$ cat config.mk
export PLATFORM = sky130hd
export DESIGN_NAME = alarm_seq_ctrl
export DESIGN_NICKNAME = d
export VERILOG_FILES = /design/src/rtl/alarm_pkg.sv /design/src/rtl/alarm_blink_gen.sv /design/src/rtl/alarm_seq_ctrl.sv
export SDC_FILE = /design/constraint.sdc
export NUM_CORES = 1
export LEC_CHECK = 0
export CAP_MARGIN = 20
export CORE_UTILIZATION = 45
export DETAILED_ROUTE_END_ITERATION = 6
export MAX_ROUTING_LAYER = met4
export PLACE_DENSITY = 0.74
export SLEW_MARGIN = 40
export SYNTH_ARGS = -nofsm -noshare
export SYNTH_HDL_FRONTEND = slang
export SYNTH_HIERARCHICAL = 1
export SYNTH_SLANG_ARGS = --single-unit
$ cat constraint.sdc
create_clock -name clk -period 2.1 [get_ports clk]
set_input_delay 0.315 -clock clk [delete_from_list [all_inputs] [get_ports clk]]
set_output_delay 0.315 -clock clk [all_outputs]
set_load 0.1 [all_outputs]
$ cat src/rtl/alarm_pkg.sv
// Shared state encoding and default parameter values for the accident-alarm sequencer.
package alarm_pkg;

  typedef enum logic [2:0] {
    ST_IDLE      = 3'd0,
    ST_QUAL      = 3'd1,
    ST_ALARM     = 3'd2,
    ST_ESCALATED = 3'd3,
    ST_CLEARING  = 3'd4
  } state_t;

  localparam int DEF_DEBOUNCE_CYC = 4;
  localparam int DEF_BLINK_HALF   = 8;
  localparam int DEF_ESC_TIMEOUT  = 64;
  localparam logic [7:0] EVENT_MAX = 8'd255;

  function automatic logic is_latched(input state_t s);
    return (s == ST_ALARM) || (s == ST_ESCALATED);
  endfunction

endpackage

$ cat src/rtl/alarm_blink_gen.sv
// Siren blink generator: high for the first BLINK_HALF enabled cycles, then toggles every BLINK_HALF.
// Control inputs describe the coming cycle, so the siren register is valid right after the edge.
module alarm_blink_gen #(
  parameter int BLINK_HALF = alarm_pkg::DEF_BLINK_HALF
) (
  input  logic clk,
  input  logic rst,
  input  logic en,
  input  logic clr,
  input  logic hold,
  output logic siren
);

  localparam logic [7:0] HALF_LAST = 8'(BLINK_HALF - 1);

  logic [7:0] cnt_reg;
  logic       run_reg;
  logic       siren_reg;

  always_ff @(posedge clk or posedge rst) begin
    if (rst) begin
      cnt_reg   <= '0;
      run_reg   <= 1'b0;
      siren_reg <= 1'b0;
    end else if (clr) begin
      cnt_reg   <= '0;
      run_reg   <= 1'b0;
      siren_reg <= 1'b0;
    end else if (hold) begin
      cnt_reg   <= '0;
      run_reg   <= 1'b0;
      siren_reg <= 1'b1;
    end else if (en) begin
      // First enabled cycle always starts in the "on" phase.
      if (!run_reg) begin
        run_reg   <= 1'b1;
        cnt_reg   <= '0;
        siren_reg <= 1'b1;
      end else if (cnt_reg == HALF_LAST) begin
        cnt_reg   <= '0;
        siren_reg <= ~siren_reg;
      end else begin
        cnt_reg <= cnt_reg + 8'd1;
      end
    end
  end

  assign siren = siren_reg;

endmodule

$ cat src/rtl/alarm_seq_ctrl.sv
// Accident-alarm sequencer: debounce, latch, blinking siren, operator ack and clear-on-release.
// Define ALARM_ESCALATE_EN to build the escalation timer, ESCALATED state and call_out.
module alarm_seq_ctrl
  import alarm_pkg::*;
#(
  parameter int DEBOUNCE_CYC = DEF_DEBOUNCE_CYC,
  parameter int BLINK_HALF   = DEF_BLINK_HALF,
  parameter int ESC_TIMEOUT  = DEF_ESC_TIMEOUT
) (
  input  logic       clk,
  input  logic       rst,
  input  logic       alarm_in,
  input  logic       ack,
  output logic       active,
  output logic       siren,
  output logic       call_out,
  output logic [7:0] event_cnt,
  output logic [2:0] state_o
);

  state_t     state_reg;
  state_t     state_next;
  logic [3:0] qual_cnt_reg;
  logic [7:0] event_cnt_reg;
  logic       active_reg;
  logic       esc_expire;
  logic       blink_en;
  logic       blink_hold;
  logic       blink_clr;

  always_comb begin
    state_next = state_reg;
    case (state_reg)
      ST_IDLE: begin
        if (alarm_in) state_next = (DEBOUNCE_CYC == 1) ? ST_ALARM : ST_QUAL;
      end
      ST_QUAL: begin
        if (!alarm_in)                                  state_next = ST_IDLE;
        else if (int'(qual_cnt_reg) + 1 == DEBOUNCE_CYC) state_next = ST_ALARM;
      end
      ST_ALARM: begin
        // ack takes priority over a coincident timeout.
        if (ack)             state_next = ST_CLEARING;
        else if (esc_expire) state_next = ST_ESCALATED;
      end
      ST_ESCALATED: begin
        if (ack) state_next = ST_CLEARING;
      end
      ST_CLEARING: begin
        if (!alarm_in) state_next = ST_IDLE;
      end
      default: state_next = ST_IDLE;
    endcase
  end

  assign blink_en   = (state_next == ST_ALARM);
  assign blink_hold = (state_next == ST_ESCALATED);
  assign blink_clr  = !(blink_en || blink_hold);

  always_ff @(posedge clk or posedge rst) begin
    if (rst) begin
      state_reg     <= ST_IDLE;
      qual_cnt_reg  <= '0;
      event_cnt_reg <= '0;
      active_reg    <= 1'b0;
    end else begin
      state_reg    <= state_next;
      qual_cnt_reg <= (state_next == ST_QUAL) ? qual_cnt_reg + 4'd1 : 4'd0;
      active_reg   <= is_latched(state_next);
      if (state_next == ST_ALARM && state_reg != ST_ALARM && event_cnt_reg != EVENT_MAX)
        event_cnt_reg <= event_cnt_reg + 8'd1;
    end
  end

`ifdef ALARM_ESCALATE_EN
  localparam logic [15:0] ESC_LAST = 16'(ESC_TIMEOUT - 1);

  logic [15:0] esc_cnt_reg;
  logic        call_out_reg;

  assign esc_expire = (esc_cnt_reg == ESC_LAST);

  // Timer is zero in the first ALARM cycle and counts every ALARM cycle after.
  always_ff @(posedge clk or posedge rst) begin
    if (rst) begin
      esc_cnt_reg  <= '0;
      call_out_reg <= 1'b0;
    end else begin
      esc_cnt_reg  <= (state_reg == ST_ALARM && state_next == ST_ALARM) ? esc_cnt_reg + 16'd1 : 16'd0;
      call_out_reg <= (state_next == ST_ESCALATED);
    end
  end

  assign call_out = call_out_reg;
`else
  assign esc_expire = 1'b0;
  assign call_out   = 1'b0;
`endif

  alarm_blink_gen #(
    .BLINK_HALF(BLINK_HALF)
  ) u_blink (
    .clk  (clk),
    .rst  (rst),
    .en   (blink_en),
    .clr  (blink_clr),
    .hold (blink_hold),
    .siren(siren)
  );

  assign active    = active_reg;
  assign event_cnt = event_cnt_reg;
  assign state_o   = state_reg;

endmodule

# Word level (Yosys, flattened, before mapping)
# Index checks and enable logic that the tools add are counted.
# totals
reg_bits	26
input_bits	4
output_inout_bits	14
wordCells	51
# op_classes
add_sub_neg	4
eq_ne	13
n_mux	20
n_bitwise	1
n_reduce_logical	6
# op_table
operator	count
2-to-1 mux 8 bit	5
adder 8 x 1 -> 8 bit, second input constant	2
2-to-1 mux 3 bit	5
== test 3 x 2 -> 1 bit, second input constant	4
one-hot mux 3 bit (4 select lines)	1
== test 8 x 3 -> 1 bit, second input constant	1
2-to-1 mux 1 bit	8
inequality test 8 bit, second input constant	1
== test 3 x 1 -> 1 bit, second input constant	2
adder 4 x 1 -> 5 bit, second input constant	1
== test 5 x 3 -> 1 bit, second input constant	1
adder 4 x 1 -> 4 bit, second input constant	1
2-to-1 mux 4 bit	1
inequality test 4 bit, second input constant	1
== test 3 bit, second input constant	1
zero test 3 bit	1
inequality test 3 x 2 -> 1 bit, second input constant	1
inequality test 3 bit, second input constant	1
logical AND 1 bit	2
AND reduction 2 bit	1
OR reduction 2 bit	1
logical OR 1 bit	1
inverter 1 bit	1

# Depth between registers and ports, before layout
# depth
word_depth	9
depth_mapped	9

# Modules after synthesis
# Netlist, hierarchy kept.
# by_module_without_submodules
module	n_inst	cells_each	area_each_um2
alarm_seq_ctrl	1	70	790.8
alarm_blink_gen	1	62	563.0

# Worst setup path after synthesis
# OpenSTA, ideal clock, no wires.
# synth_path
path_type	register -> register
startpoint	register state_reg[0], in the netlist state_o[0]
endpoint	register u_blink.cnt_reg[6]
setup_ps	123
t_arrival_ps	2403
required_time_ps	1977
slack_ps	-426
path_stages_with_launch	9
path_buffers	0
period_less_slack_ps	2526
cell_sequence	dfrtp_1 > and4bb_2 > nand3b_1 > a21oi_1 > inv_1 > nor3_2 > nor4_1 > o21ai_0 > nand2_1
# synth_via
elab_chain_len	6
word_cells_on_any_way	18
classes_between	7 x eq/ne; 8 x mux; 3 x reduce/logical
# synth_lines
element	line	text
start, declared	alarm_seq_ctrl.sv:21	state_t state_reg;
start signal, assigned	alarm_seq_ctrl.sv:67	state_reg <= state_next;
== test 3 x 2 -> 1 bit	alarm_seq_ctrl.sv:33	case (state_reg)
OR reduction 2 bit (no line)	--	
one-hot mux 3 bit (4 select lines) (*)	alarm_seq_ctrl.sv:33	
via state_next[1]	alarm_seq_ctrl.sv:22	state_t state_next;
== test 3 x 2 -> 1 bit, on equally long branches	alarm_seq_ctrl.sv:56, alarm_seq_ctrl.sv:57	
logical OR 1 bit or 2-to-1 mux 8 bit (tied branches)	alarm_seq_ctrl.sv:58, alarm_blink_gen.sv:29	
inequality test 3 bit (no line) or 2-to-1 mux 8 bit (tied branches)	--	
end signal, assigned	alarm_blink_gen.sv:43	cnt_reg <= cnt_reg + 8'd1;
end, declared	alarm_blink_gen.sv:16	logic [7:0] cnt_reg;
# The timed path passes the listed nets; every way through them passes the cells marked *.
# A chain may end at the register's enable or synchronous reset.

# Worst setup path in the final report
# layout_path
startpoint	register qual_cnt_reg[0]
endpoint	register u_blink.cnt_reg[4]
# layout_via
elab_chain_len	8
word_cells_on_any_way	11
classes_between	1 x add/sub; 4 x eq/ne; 5 x mux; 1 x reduce/logical
# layout_lines
element	line	text
start, declared	alarm_seq_ctrl.sv:23	logic [3:0] qual_cnt_reg;
start signal, assigned	alarm_seq_ctrl.sv:68	qual_cnt_reg <= (state_next == ST_QUAL) ? qual_cnt_reg + 4'd1 : 4'd0;
adder 4 x 1 -> 5 bit (*)	alarm_seq_ctrl.sv:39	else if (int'(qual_cnt_reg) + 1 == DEBOUNCE_CYC) state_next = ST_ALARM;
== test 5 x 3 -> 1 bit (*)	alarm_seq_ctrl.sv:39	
2-to-1 mux 3 bit (*)	alarm_seq_ctrl.sv:39	
2-to-1 mux 3 bit (*)	alarm_seq_ctrl.sv:38	if (!alarm_in) state_next = ST_IDLE;
one-hot mux 3 bit (4 select lines) (*)	alarm_seq_ctrl.sv:33	
via state_next[1]	alarm_seq_ctrl.sv:22	
== test 3 x 2 -> 1 bit, on equally long branches	alarm_seq_ctrl.sv:56, alarm_seq_ctrl.sv:57	
logical OR 1 bit or 2-to-1 mux 8 bit (tied branches)	alarm_seq_ctrl.sv:58, alarm_blink_gen.sv:29	
inequality test 3 bit (no line) or 2-to-1 mux 8 bit (tied branches)	--	
# Marked as above.

==> results.yml <==
status:
  status: "finished with violations"
  violations: "design-rule violations"
finish:
  layout-drive-gt1-share_pct: 29.0
  fin_cells: 186
  layout.nets: 163
  stdcell_area_mm2: 0.00162
  diodes: 0
  area_growth_pct: 19.9
  seqCellArea_um2: 659
  fill_cells: 243
  multi_input_area_um2: 669
placed_design:
  preCtsSetupSlack_ps: -79.8
  portBuffers: 16
  place_inst: 180
  dpl.hpwl_mm: 1.80
  gp_congestion: 0.872
  dpl_cell_area_mm2: 0.00154
power_and_ir_drop:
  peakVddDrop_mv: 0.707
  p_int_uw: 830
  powerDensity_mw_per_mm2: 790
  comb_power_share_pct: 28.4
  power.total_uw: 1280
  p_clk_share_pct: 26.5
  p_switching_uw: 453
  p_seq_share_pct: 45.2
  p_sw_share_pct: 35.3
  cellLeakagePower_uw: 0.000752
timing:
  rsz0062_at_grt: "false"
  relSlewSlack_pct: 60.1
  slew_viol_final: 0
  final.setup.tns_ps: 0
  final_hold_viol_count: 0
  setup_slack_ps: 94.7
  period_share_pct: 95.5
  setup_viol: 0
  fin_crit_ps: 2010
  max_freq_mhz: 499
  tightest_slew_ps: 597
  fin_worst_skew_ps: 3.91
drt:
  drc_errors: 2
  dr_wl_met2_mm: 1.18
  vias_per_cell: 5.42
  route.met3.wl_um: 76
  wl_met1_mm: 1.15
  highest_layer: "met4"
  wire_per_inst_um: 13.2
  drt_first_pass_iters: 6
  via_count: 1009
  wl_mm: 2.45
  drt_iter0_drc: 19
  postRouteAntennaNets: 0
floorplan:
  core_mm2: 0.00281
  io_pins: 18
  initial_core_util_pct: 48.3
  rows: 19
  die_h_um: 56.9
  die_area_mm2: 0.00323
  dieWidth_um: 56.9
critical_path:
  worstSetupStartpointType: "flop"
  path_max_fanout: 8
  setup.worst_path.end_class: "flop"
  ff2ff_setup_slack_ps: 90
  cp.arrival_ps: 2250
  reg2reg_depth: 9
  critical_path_required_ps: 2340
  setup.worst_path.class: "reg -> reg"
yosys:
  synth_nets: 139
  synth-seq-cells: 26
  syn_area_mm2: 0.00135
  async_flop_share_pct: 100
  synth.avg_cell_area_um2: 10.3
  synth.top_cells.by_area: "dfrtp_1 (48%), xor2_1 (4.5%), nand2_1 (3.9%)"
  syn_inst: 132
  synth_edf_count: 0
  synth.yosys.warnings: 6
  yosysUniqueCellTypes: 39
  synth_ff_type: "dfrtp_1"
  synth_top_area_share_pct: 48.1
  ys_seq_area_share_pct: 48.1
  synth_top_area_cell: "dfrtp_1"
clock_network:
  insertion_delay_ps: 320
  cts.sinks: 26
  root_buffer: "clkbuf_4"
  clk_pin_slew_ps: 140
  cts_tree: "done"
  clockBufferDepth: 2
  ctsHtreeMaxLevel: 1
  cts_buffers: 3
  ctsHoldBuffers: 0
grt:
  grt_pass1_wl_mm: 4.28
  grt_usage_pct: 17.4
  overflow: 0
  grt_max_degree: 17
  antenna_found_initial: 0
  grt_pass1_vias: 1021
run:
  max-cap-violations: 0
min_path:
  hold_class: "in -> async"
## worst max-delay path, cell delays in order, from the launching register on
cell and delay [ps]:
dfrtp_1 380, ha_1 180, and4bb_2 240, nand3b_1 140, a21oi_2 190, inv_1 110
nor2_2 150, o311a_4 270, a21oi_1 90, o22ai_2 180
## final cells by class
cell class,count,area share (%)
clock buffer,3,1.39
inverter,8,1.85
tap,31,2.39
clock inverter,1,1.85
sequential,26,40.6
multi-input combinational,95,41.2
timing repair buffer,22,10.6
## synth_stat cells, types with 2 or more instances
cell	instances
nand4_1	2
nand2_1	14
nor3_2	4
a21oi_1	8
ha_1	3
xor2_1	7
mux2i_1	2
o21ai_0	3
dfrtp_1	26
nand2b_1	6
nand3_1	8
xnor2_1	2
o22ai_1	3
o21a_1	2
inv_1	8
nor3_1	4
nor2_1	8
## final timing paths
path	startpoint	to
max	qual_cnt_reg[0]	u_blink/cnt_reg[4]
min	rst	u_blink/cnt_reg[5]
max reg2reg	qual_cnt_reg[0]	u_blink/cnt_reg[4]
min reg2reg	event_cnt[6]	event_cnt[6]
max in group asynchronous	rst	state_o[0]
min in group clk	event_cnt[6]	event_cnt[6]
## per-layer routing
metal  GRT usage (%)  vias up
met3            3.92        4
li1                -      502
met1            21.5      486
met4            6.27        0
met5               -        -
met2            28.2       17
## metrics by stage
step	utilization (%)	hold WS, ps
floorplan	-	155
global placement	54.8	443
detailed placement	54.8	471
CTS	57.4	284
global route	57.9	312
finish	57.9	288
## what timing repair did
item / in CTS / in global routing
buffers inserted: 1 / 1
resized for setup: 3 / 2
endpoints found under the hold margin: 0 / 0
pin swaps: 1 / 0
setup endpoints to repair: 6 / 7
## power by group through the flow
stage	combinational, uW	clock [uW]	sequential, uW
floorplan	100	0	771
global placement	352	0	586
detailed placement	358	0	590
CTS	365	355	580
global route	385	371	587
finish	364	339	579
## cells in the final DEF (no fill, tap or decap), drive strengths merged
cell type,synthesis,routed
a211oi,1,1
a21oi,8,8
and4,1,1
and4bb,1,1
buf,2,19
bufinv,0,1
clkbuf,1,3
clkdlybuf4s50,0,3
conb,1,1
dfrtp,26,26
ha,3,3
inv,8,8
mux2,1,1
mux2i,2,2
nand2,14,14
nand2b,6,6
nand3,8,8
nand3b,1,1
nand4,3,3
nor2,8,8
nor2b,1,1
nor3,8,8
nor3b,2,2
nor4,1,1
o211ai,1,1
o21a,2,2
o21ai,4,4
o22ai,3,3
o311a,1,1
o31ai,1,1
or2,1,1
or2b,1,1
or3,1,1
or4,1,1
xnor2,2,2
xor2,7,7
## kinds of logic after synthesis
group | after synthesis | synth area share, %
XOR/XNOR | 9 | 5.82
adder cells (fa/ha/maj) | 3 | 2.77
multiplexers | 3 | 2.59
AO/OA/AOI/OAI | 21 | 11.2
AND/OR/NAND/NOR | 58 | 25.4
buffers and inverters | 11 | 3.88
flip-flops | 26 | 48.1
other | 1 | 0.277
Note: power is estimated with default switching activity, not from simulation.
